File: src/rtl/fwd_pkg.sv
// Shared types for the forwarding scoreboard: stage entry layout, select encoding
// and the availability stages for ALU and load results.
package fwd_pkg;

  localparam int unsigned FWD_DST_W   = 8;
  localparam int unsigned FWD_AVAIL_W = 8;

  typedef logic [FWD_DST_W-1:0]   fwd_dst_t;
  typedef logic [FWD_AVAIL_W-1:0] fwd_avail_t;

  typedef struct packed {
    logic       v;
    fwd_dst_t   dst;
    fwd_avail_t avail;
  } fwd_entry_t;

  localparam int unsigned FWD_RF = 0;

  localparam fwd_avail_t AVAIL_ALU = fwd_avail_t'(1);

  function automatic fwd_avail_t AVAIL_LD(input int load_lat);
    return fwd_avail_t'(1 + load_lat);
  endfunction

endpackage

File: src/rtl/fwd_match.sv
// Priority search of the scoreboard for one operand; the youngest matching stage
// wins and its readiness decides between a forward select and a hazard.
module fwd_match
  import fwd_pkg::*;
#(
  parameter int AW        = 4,
  parameter int FWD_DEPTH = 2,
  parameter int SW        = $clog2(FWD_DEPTH + 1)
) (
  input  fwd_entry_t [FWD_DEPTH-1:0] entries,
  input  logic [AW-1:0]              addr,
  input  logic                       re,
  input  logic                       offset,
  output logic [SW-1:0]              sel,
  output logic                       hazard
);

  logic found;

  // offset adds one stage of slack for operands consumed later than EX
  always_comb begin
    sel    = SW'(FWD_RF);
    hazard = 1'b0;
    found  = 1'b0;
    for (int k = 0; k < FWD_DEPTH; k++) begin
      if (!found && entries[k].v && (entries[k].dst == fwd_dst_t'(addr)) &&
          (addr != '0) && re) begin
        found = 1'b1;
        if (fwd_avail_t'(k + 1) + fwd_avail_t'(offset) >= entries[k].avail) begin
          sel = SW'(k + 1);
        end else begin
          hazard = 1'b1;
        end
      end
    end
  end

endmodule

File: src/rtl/fwd_scoreboard.sv
// Registered shift-scoreboard of in-flight register writes producing operand and
// store-data forward selects plus a bubble request for the decode instruction.
module fwd_scoreboard
  import fwd_pkg::*;
#(
  parameter int AW        = 4,
  parameter int FWD_DEPTH = 2,
  parameter int LOAD_LAT  = 1,
  parameter int CNT_W     = 16,
  localparam int SW       = $clog2(FWD_DEPTH + 1)
) (
  input  logic             clk,
  input  logic             rst_n,
  input  logic [AW-1:0]    p0_addr,
  input  logic [AW-1:0]    p1_addr,
  input  logic             re0,
  input  logic             re1,
  input  logic             is_store,
  input  logic [AW-1:0]    dst_addr,
  input  logic             we,
  input  logic             mem_re,
  input  logic             issue_valid,
  input  logic             flush,
  input  logic             mem_stall,
  output logic [SW-1:0]    src0_fwd,
  output logic [SW-1:0]    src1_fwd,
  output logic [SW-1:0]    st_fwd,
  output logic             bubble,
  output logic [CNT_W-1:0] stall_cnt
);

  fwd_entry_t [FWD_DEPTH-1:0] sb_q, sb_d;
  logic [CNT_W-1:0]           stall_cnt_q, stall_cnt_d;
  logic                       haz0, haz1, haz_st;

  fwd_match #(.AW(AW), .FWD_DEPTH(FWD_DEPTH), .SW(SW)) u_src0 (
    .entries(sb_q), .addr(p0_addr), .re(re0), .offset(1'b0),
    .sel(src0_fwd), .hazard(haz0)
  );

  fwd_match #(.AW(AW), .FWD_DEPTH(FWD_DEPTH), .SW(SW)) u_src1 (
    .entries(sb_q), .addr(p1_addr), .re(re1 && !is_store), .offset(1'b0),
    .sel(src1_fwd), .hazard(haz1)
  );

  // store data is consumed in MEM, one stage after an ALU operand
  fwd_match #(.AW(AW), .FWD_DEPTH(FWD_DEPTH), .SW(SW)) u_st (
    .entries(sb_q), .addr(p1_addr), .re(re1 && is_store), .offset(1'b1),
    .sel(st_fwd), .hazard(haz_st)
  );

  assign bubble    = issue_valid && !flush && (haz0 || haz1 || haz_st);
  assign stall_cnt = stall_cnt_q;

  always_comb begin
    sb_d        = sb_q;
    stall_cnt_d = stall_cnt_q;
    if (!mem_stall) begin
      for (int k = 1; k < FWD_DEPTH; k++) begin
        sb_d[k] = sb_q[k-1];
      end
      sb_d[0].v     = issue_valid && !flush && !bubble && we && (dst_addr != '0);
      sb_d[0].dst   = fwd_dst_t'(dst_addr);
      sb_d[0].avail = mem_re ? AVAIL_LD(LOAD_LAT) : AVAIL_ALU;
      if (bubble && (stall_cnt_q != '1)) begin
        stall_cnt_d = stall_cnt_q + CNT_W'(1);
      end
    end
  end

  always_ff @(posedge clk) begin
    if (!rst_n) begin
      sb_q        <= '0;
      stall_cnt_q <= '0;
    end else begin
      sb_q        <= sb_d;
      stall_cnt_q <= stall_cnt_d;
    end
  end

endmodule
File: config.mk
export PLATFORM = sky130hd
export DESIGN_NAME = fwd_scoreboard
export DESIGN_NICKNAME = d
export VERILOG_FILES = /design/src/rtl/fwd_pkg.sv /design/src/rtl/fwd_match.sv /design/src/rtl/fwd_scoreboard.sv
export SDC_FILE = /design/constraint.sdc
export NUM_CORES = 1
export LEC_CHECK = 0
export CORE_ASPECT_RATIO = 0.9
export CORE_UTILIZATION = 45
export CTS_CLUSTER_SIZE = 10
export DETAILED_ROUTE_END_ITERATION = 10
export PLACE_DENSITY = 0.8
export SKIP_CTS_REPAIR_TIMING = 1
export SLEW_MARGIN = 30
export SYNTH_ARGS = -nofsm -noshare
export SYNTH_HDL_FRONTEND = slang
export SYNTH_SLANG_ARGS = --single-unit
File: constraint.sdc
create_clock -name clk -period 2.4 [get_ports clk]
set_input_delay 0.24 -clock clk [delete_from_list [all_inputs] [get_ports clk]]
set_output_delay 0.24 -clock clk [all_outputs]
set_load 0.02 [all_outputs]
# Word-level counts from Yosys, hierarchy flattened
# Cells that the tools add are included.
# classes
n_addsub,1
n_lt_le_gt_ge,4
eq_ne,5
mux,26
n_bitwise,1
reduce_logical,39
# ops
op,count
logical AND 1 bit,27
">= comparator 2 x 8 -> 1 bit, first input constant",3
two-way mux 1 bit,18
"adder 16 x 1 -> 16 bit, second input constant",1
equality test 4 bit,4
two-way mux 2 bit,8
"inequality test 16 bit, second input constant",1
nonzero test 4 bit,3
">= comparator 1 x 8 -> 1 bit, first input constant",1
zero test 1 bit,6
logical OR 1 bit,2
AND reduction 2 bit,1
NOT 1 bit,1
# word_totals
regBits,42

# Logic depth before layout (Yosys ltp)
# Gate-level depths: netlist of run 1.
# depth
ltp_word,18
depth_mapped,7
mapped_depth_nobuf,7

# Hierarchy
# A second synthesis of run 1 with hierarchy kept.
# hier_totals
hier_cells,255
hier_area_um2,2213.4
# by_module_without_submodules
mod,instances,cells_per_inst,area_each_um2,seq_area_each_um2
fwd_scoreboard,1,153,1380.1,600.6
fwd_match,3,34,277.8,0.0

# Worst setup path before layout of run 1
# No wires, ideal clock.
# synth_path
path_type,register to register
start,reg sb_q[8] in the netlist's numbering
end,"reg stall_cnt_q[10], in the netlist stall_cnt[10]"
setup_ps,72
arrival_time_ps,2043
t_required_ps,2328
path_slack_ps,285
path_stages_with_launch,8
n_path_buf,1
synth_period_minus_slack_ps,2115
path_cell_list,dfxtp_1 > or4_4 > nand4_4 > o211ai_4 > a211o_1 > buf_6 > a2111oi_4 > mux2i_1
# synth_between
elab_chain_len,16
# synth_lines
item,line_no,rtl
start: declaration,fwd_scoreboard.sv:32,"fwd_entry_t [FWD_DEPTH-1:0] sb_q, sb_d;"
start signal: assignment,fwd_scoreboard.sv:73,sb_q <= '0;
start signal: assignment,fwd_scoreboard.sv:76,sb_q <= sb_d;
equality test 4 bit,fwd_match.sv:26,if (!found && entries[k].v && (entries[k].dst == fwd_dst_t'(addr)) &&
logical AND 1 bit (2 in a row),fwd_match.sv:26,
logical AND 1 bit,fwd_match.sv:27,(addr != '0) && re) begin
two-way mux 1 bit,fwd_match.sv:26,
zero test 1 bit,fwd_match.sv:26,
logical AND 1 bit (3 in a row),fwd_match.sv:26,
logical AND 1 bit,fwd_match.sv:27,
two-way mux 1 bit,fwd_match.sv:26,
logical OR 1 bit,fwd_scoreboard.sv:52,assign bubble = issue_valid && !flush && (haz0 || haz1 || haz_st);
logical OR 1 bit *,fwd_scoreboard.sv:52,
logical AND 1 bit *,fwd_scoreboard.sv:52,
logical AND 1 bit *,fwd_scoreboard.sv:65,if (bubble && (stall_cnt_q != '1)) begin
AND reduction 2 bit (no source line) *,n/a,
end signal: assignment,fwd_scoreboard.sv:77,stall_cnt_q <= stall_cnt_d;
end: declaration,fwd_scoreboard.sv:33,"logic [CNT_W-1:0] stall_cnt_q, stall_cnt_d;"
# Mark *: on every way between the ends. The rest lies on a longest branch, timed or not.
# A chain may end at the register's enable or synchronous reset.

# Worst setup path after layout of run 1
# layout_path
start,reg sb_q[8] in the netlist's numbering
end,"reg stall_cnt_q[14], in the netlist stall_cnt[14]"
# The elaborated chain is that of the path after synthesis.

==> out/metrics.yaml, run 1 <==
power_leakage_uw: 0.00115
die_x_um: 70.3
ant_nets: 0
htree_levels: 2
r2r_cells: 7
avgSynthCellArea_um2: 8.69
worstSetupStartpointType: "flip-flop"
syn_to_final_growth_pct: 47.0
slew_violations: 0
vias: 1859
ys_warn_count: 0
synth_edf_count: 0
end_kind: "flip-flop"
fin_cells: 333
status: "finished, final reports clean"
yosys-top-cells-area: "dfxtp_1, mux2i_1, nand2_1"
track_usage_pct: 23.8
grt_pass1_wl_um: 8280
io_buffers: 44
slew_headroom_pct: 65.0
hpwl_um: 3530
met1_length_um: 2450
die_h_um: 63.4
post-route-period-util_pct: 97.3
pre_cts_ws_ns: -0.379
seq_area_frac_synth_pct: 31.8
fin_crit_ns: 2.34
dr_wl_met2_um: 2320
synth_top_area_share_pct: 31.8
r2r_slack_ns: 0.06
gp_congestion: 0.837
route.detailed.drc: 0
vias_per_cell: 5.58
critPathRequiredTime_ns: 2.62
cts-root-buf: "clkbuf_8"
start_util_pct: 48.9
cts.clk_slew.worst_paths_ns: 0.07
nets: 309
cts_buffers: 5
path_class: "flip-flop to flip-flop"
holdPathStages: 2
finalSetupViolCount: 0
wl_met3_um: 294
top_layer_used: "met4"
wl_um: 5260
max-vdd-ir-drop_mv: 0.391
cts_tree: "yes"
regToRegEndpoint: "stall_cnt[14]"
cts_sinks: 30
cts.path.max_buffers: 2
dieArea_um2: 4460
num_io_pins: 45
hold_end: "stall_cnt[5]"
finalHoldViolations: 0
avgRoutedWirePerCell_um: 15.8
p_per_area_nw_per_um2: 472
async_reset_ff_share_pct: 0
drt_iter0_markers: 131
first_pass_iters: 4
grt_pass1_vias: 1763
synth_top_cell_by_area: "dfxtp_1"
grt_antenna_before_repair: 0
arrival_ns: 2.56
fmax_mhz: 428
max-cap-violations: 0
ys_top_cells_by_count: "nand2_1, dfxtp_1, mux2i_1"
synth.most_common_cell: "nand2_1"
skew_ns: 0.00450
syn_nets: 240
overflow: 0
timing.rr.start: "sb_q[8]"
worstMarginPinSlew_ns: 0.523
syn_inst: 217
coreArea_um2: 3860
rows: 21
hold_start: "stall_cnt[5]"
min_path_type: "flip-flop to flip-flop"
synth_ff_type: "dfxtp_1"
syn_area_um2: 1890
dp.cells: 321
crit_fanout: 5
drive_above_1_share_pct: 20.2
rsz0062_at_grt: "no"
timing.final.ws_setup_ns: 0.0643
ys_types: 51
diodes: 0
ys_ff_latch: 30
clkLatencyLatePin_ns: 0.29
grt_max_degree: 25
final_util_pct: 71.8
-- placed cells by master, fill, tap and decap left out, drive strengths merged, types with 2 or more instances in the layout --
master and count:
or3b 2, and2 3, dfxtp 30, nor3b 2, nor2 19, mux2i 23, clkdlybuf4s50 30, a21oi 7
nor3 7, a211oi 9, and3 2, dlymetal6s2s 13, nand2 32, clkbuf 7, bufinv 2, nand4 3
xnor2 9, nand3 5, nand2b 10, buf 25, inv 6, a2111oi 3, nor4 2, xor2 7
a211o 3, o211ai 4, o21ai 6
-- flip-flops by register name, summed over array words and instances, names as in the netlist --
| name | flops |
|---|---|
| stall_cnt | 16 |
| sb_q | 14 |
-- logic make-up (layout without fill, tap and decap cells) --
kind of cell | after synthesis | after routing | synth area share [%]
compound gates | 41 | 41 | 19.3
mux | 23 | 23 | 12.2
buf+inv | 14 | 84 | 3.25
simple gates | 92 | 92 | 25.3
flops | 30 | 30 | 31.8
xor+xnor | 16 | 16 | 7.43
fa+ha+maj | 1 | 1 | 0.663
-- power breakdown --
part           total (uW)  switching, uW  internal [uW]
sequential            525           15.7            509
clock                 642            200            443
combinational         143           68.1           75.2
-- worst max path at each step --
stage                     slack, ns            end  depth (start not counted)  startpoint
after detailed placement      -0.38         bubble                          8  p1_addr[3]
after global routing         0.0001         bubble                          8    sb_q[28]
final                          0.06  stall_cnt[14]                          7     sb_q[8]
after CTS                     -0.39         bubble                          8  p1_addr[3]
after floorplan                0.29  stall_cnt[10]                          7     sb_q[8]
after global placement        -0.34         bubble                          8  p1_addr[3]
-- per-layer routing --
layer | global-route usage [%] | vias to the layer above
met5 | 0 | -
met4 | 13.0 | 0
met3 | 5.92 | 22
met2 | 33.9 | 66
met1 | 32.5 | 856
li1 | - | 915
-- per-stage QoR --
stage,hold WS [ns],power (uW),TNS (ns),area [um2]
after CTS,0.491,1310,-1.25,2650
after global routing,0.533,1360,0,2770
after detailed placement,0.479,670,-3.99,2510
after global placement,0.466,668,-3.44,2510
final,0.491,1310,0,2770
after floorplan,0.384,600,0,1890
-- final cells by class --
class	count	area, um2
flip-flops and latches	30	604
well taps	46	57.6
repair buffers	69	667
clock buffers	6	82.6
clock inverters	2	60.1
fillers	277	1090
inverters	7	26.3
multi-input cells	173	1280
-- worst max-delay path, stage by stage (launching register included) --
cell and delay [ns]:
dfxtp_1 0.32, or4_4 0.52, nand4_4 0.11, o211ai_4 0.09, buf_6 0.13, a211o_4 0.35, a2111oi_1 0.51, mux2i_1 0.24
Note: power is estimated with default switching activity, not from simulation.
==> run 2: changes to the inputs <==
--- a/config.mk
+++ b/config.mk
@@ -5,10 +5,12 @@
 export SDC_FILE = /design/constraint.sdc
 export NUM_CORES = 1
 export LEC_CHECK = 0
+export ABC_AREA = 1
 export CORE_ASPECT_RATIO = 0.9
 export CORE_UTILIZATION = 45
 export CTS_CLUSTER_SIZE = 10
 export DETAILED_ROUTE_END_ITERATION = 10
+export GPL_TIMING_DRIVEN = 0
 export PLACE_DENSITY = 0.8
 export SKIP_CTS_REPAIR_TIMING = 1
 export SLEW_MARGIN = 30
==> out/metrics.yaml, run 2 <==
status: "finished, final reports clean"
mostFrequentLayoutCells: "nand2_1, nor2_1, inv_1, clkdlybuf4s50_1, dfxtp_1"
min_path_type: "flip-flop to flip-flop"
syn_to_final_growth_pct: 31.2
diodes: 0  # unchanged
synth_top_area_share_pct: 31.3  # -0.54 points
grt_max_degree: 11  # -56%
path_buf_inv: 3  # +2
grt_pass1_vias: 1897  # +7.6%
drt_iter0_markers: 51  # -61%
dp.cells: 399  # +24%
end_kind: "output pin"
grt_pass1_wl_um: 7860  # -5.1%
syn_inst: 308  # +42%
place_area_um2: 2410  # -3.9%
r2r_cells: 11  # +4
grt-busiest-layer: "met2"
grt_antenna_before_repair: 0  # unchanged
critPathRequiredTime_ns: 2.16  # -0.46 ns
largest_reg_flops: 16  # unchanged
synth_ff_type: "dfxtp_1"
fin_crit_ns: 2.26  # -0.0738 ns
vias_per_cell: 4.91  # -12%
cp_top_family: "buffers and inverters"
avgRoutedWirePerCell_um: 11.0  # -30%
htree_levels: 2  # unchanged
first_pass_iters: 6  # +2
ys_ff_latch: 30  # unchanged
seq_area_frac_synth_pct: 31.3  # -0.54 points
cts-root-buf: "clkbuf_8"
post-route-period-util_pct: 94.2  # -3.1 points
overflow: 0  # unchanged
use_met1_pct: 25.5  # -7.0 points
grtUsageMet2_pct: 38.1  # +4.2 points
rows: 22  # +4.8%
ys_top_cells_by_count: "nand2_1, nor2_1, inv_1"
start_util_pct: 47.1  # -1.7 points
slew_headroom_pct: 62.6  # -2.4 points
critical_path_depth: 10  # +3
p_per_area_nw_per_um2: 461  # -2.4%
final_common_cell: "nand2_1"
cts_sinks: 30  # unchanged
finalHoldViolations: 0  # unchanged
synth.most_common_cell: "nand2_1"
die_x_um: 70.8  # +0.83%
cts.clk_slew.worst_paths_ns: 0.06  # about the same
cts.path.max_buffers: 2  # unchanged
async_reset_ff_share_pct: 0  # unchanged
yosys-top-cells-area: "dfxtp_1, nand2_1, nor2_1"
fmax_mhz: 442  # +3.3%
finalSetupViolCount: 0  # unchanged
route.detailed.drc: 0  # unchanged
die_h_um: 64.0  # +0.83%
nets: 381  # +23%
drive_above_1_share_pct: 8.36  # -12 points
cts_buffers: 5  # unchanged
worstMarginPinSlew_ns: 0.558  # +0.0351 ns
skew_ns: 0.00504  # +0.000544 ns
num_io_pins: 45  # unchanged
arrival_ns: 2.02  # -0.54 ns
syn_area_um2: 1920  # +1.7%
path_cells: "clkdlybuf4s50_1, nor2_1, nand2_1, nand2_1, inv_1, nand2_1, nor2_2, nand3_1, nor2_1, clkdlybuf4s50_1"
holdPathStages: 2  # unchanged
design_area_um2: 2520  # -9.2%
path_class: "input port to output pin"
worstSetupStartpointType: "input port"
crit_path_frequent_cell: "nand2_1"
crit_fanout: 4  # -1
dieArea_um2: 4530  # +1.7%
synth_edf_count: 0  # unchanged
ys_warn_count: 0  # unchanged
max-vdd-ir-drop_mv: 0.302  # -23%
hpwl_um: 3370  # -4.5%
fin_cells: 407  # +22%
gp_congestion: 0.859  # +2.7%
met3_usage_pct: 5.36  # -0.56 points
clkLatencyLatePin_ns: 0.28  # about the same
wl_um: 4490  # -15%
vias: 1999  # +7.5%
cts_tree: "yes"
io_buffers: 43  # -2.3%
synth_top_cell_by_area: "dfxtp_1"
track_usage_pct: 21.6  # -2.2 points
ant_nets: 0  # unchanged
cp_slowest_stage_delay_ns: 0.61  # +0.09 ns
power_leakage_uw: 0.00120  # +4.1%
max-cap-violations: 0  # unchanged
slew_violations: 0  # unchanged
total_power_uw: 1160  # -11%
hold_ws_ns: 0.484  # -0.00662 ns
ys_types: 32  # -37%
coreArea_um2: 4070  # +5.5%
cpMaxStageDelayCell: "clkdlybuf4s50_1"
avgSynthCellArea_um2: 6.23  # -28%
syn_nets: 331  # +38%
==> run 2: cell count changes in the layout (fill, tap and decap cells not counted), sizes merged, moves of 8 or more <==
cell,delta
nand2,+50
nor2,+46
inv,+44
mux2i,-23
buf,-20
dlymetal6s2s,-12
clkdlybuf4s50,+11
nand2b,-10
a211oi,-8
==> run 2: final cells by class <==
cell class | count | area [um2]
Clock inverter | 3 | 40.0
Timing Repair Buffer | 43 | 428
Sequential cell | 30 | 601
Inverter | 50 | 188
Clock buffer | 5 | 68.8
Multi-Input combinational cell | 221 | 1090
Tap cell | 48 | 60.1
Fill cell | 393 | 1560
Buffer | 7 | 38.8
==> run 2: routing by layer <==
metal / vias up / wire length, um
met2: 50 / 2080
met3: 9 / 220
met4: 0 / 78
li1: 1059 / -
met1: 881 / 2110
met5: - / 0
==> run 2: final timing paths <==
kind / end / slack, ns / startpoint
min: sb_q[18] / 0.48 / sb_q[18]
max reg2reg: stall_cnt[11] / 0.57 / stall_cnt[3]
min reg2reg: sb_q[18] / 0.48 / sb_q[18]
max: src1_fwd[1] / 0.14 / p1_addr[3]
==> run 2: worst register-to-register path: stages (launching register included) <==
cell and delay (ns):
dfxtp_1 0.42, nand2_1 0.10, inv_1 0.06, nand4_1 0.13, nor2_1 0.18, nand4_1 0.14, nand3b_4 0.23, nand4_4 0.14
buf_6 0.15, nand2_1 0.06, nand2_1 0.06, nor2_1 0.04
==> run 2: report_power, final <==
part | total (uW) | switching (uW) | internal, uW | leakage, uW
clock network | 499 | 194 | 305 | 0.0000579
registers | 527 | 13.7 | 513 | 0.000245
logic | 136 | 73.9 | 61.7 | 0.000895
==> run 2: logic make-up after synthesis <==
| logic type | share of synthesized area (%) |
|---|---|
| compound gates | 10.2 |
| xor+xnor | 4.56 |
| fa+ha+maj | 0.652 |
| flops | 31.3 |
| simple gates | 41.5 |
| buf+inv | 11.8 |
==> run 2: stage by stage <==
step | setup WS [ns] | TNS, ns | utilization (%)
finish | 0.138 | 0 | 61.8
global route | -0.0191 | -0.0191 | 61.8
CTS | -0.296 | -0.296 | 61.8
detailed placement | -0.286 | -0.286 | 59.2
global placement | -0.283 | -0.283 | 59.2
floorplan | 0.597 | 0 | -
==> run 3: changes to the inputs <==
--- a/config.mk
+++ b/config.mk
@@ -17,3 +17,4 @@
 export SYNTH_ARGS = -nofsm -noshare
 export SYNTH_HDL_FRONTEND = slang
 export SYNTH_SLANG_ARGS = --single-unit
+export TNS_END_PERCENT = 20
==> results of run 3 <==
Final layout, timing and power as in run 2 (identical DEF).
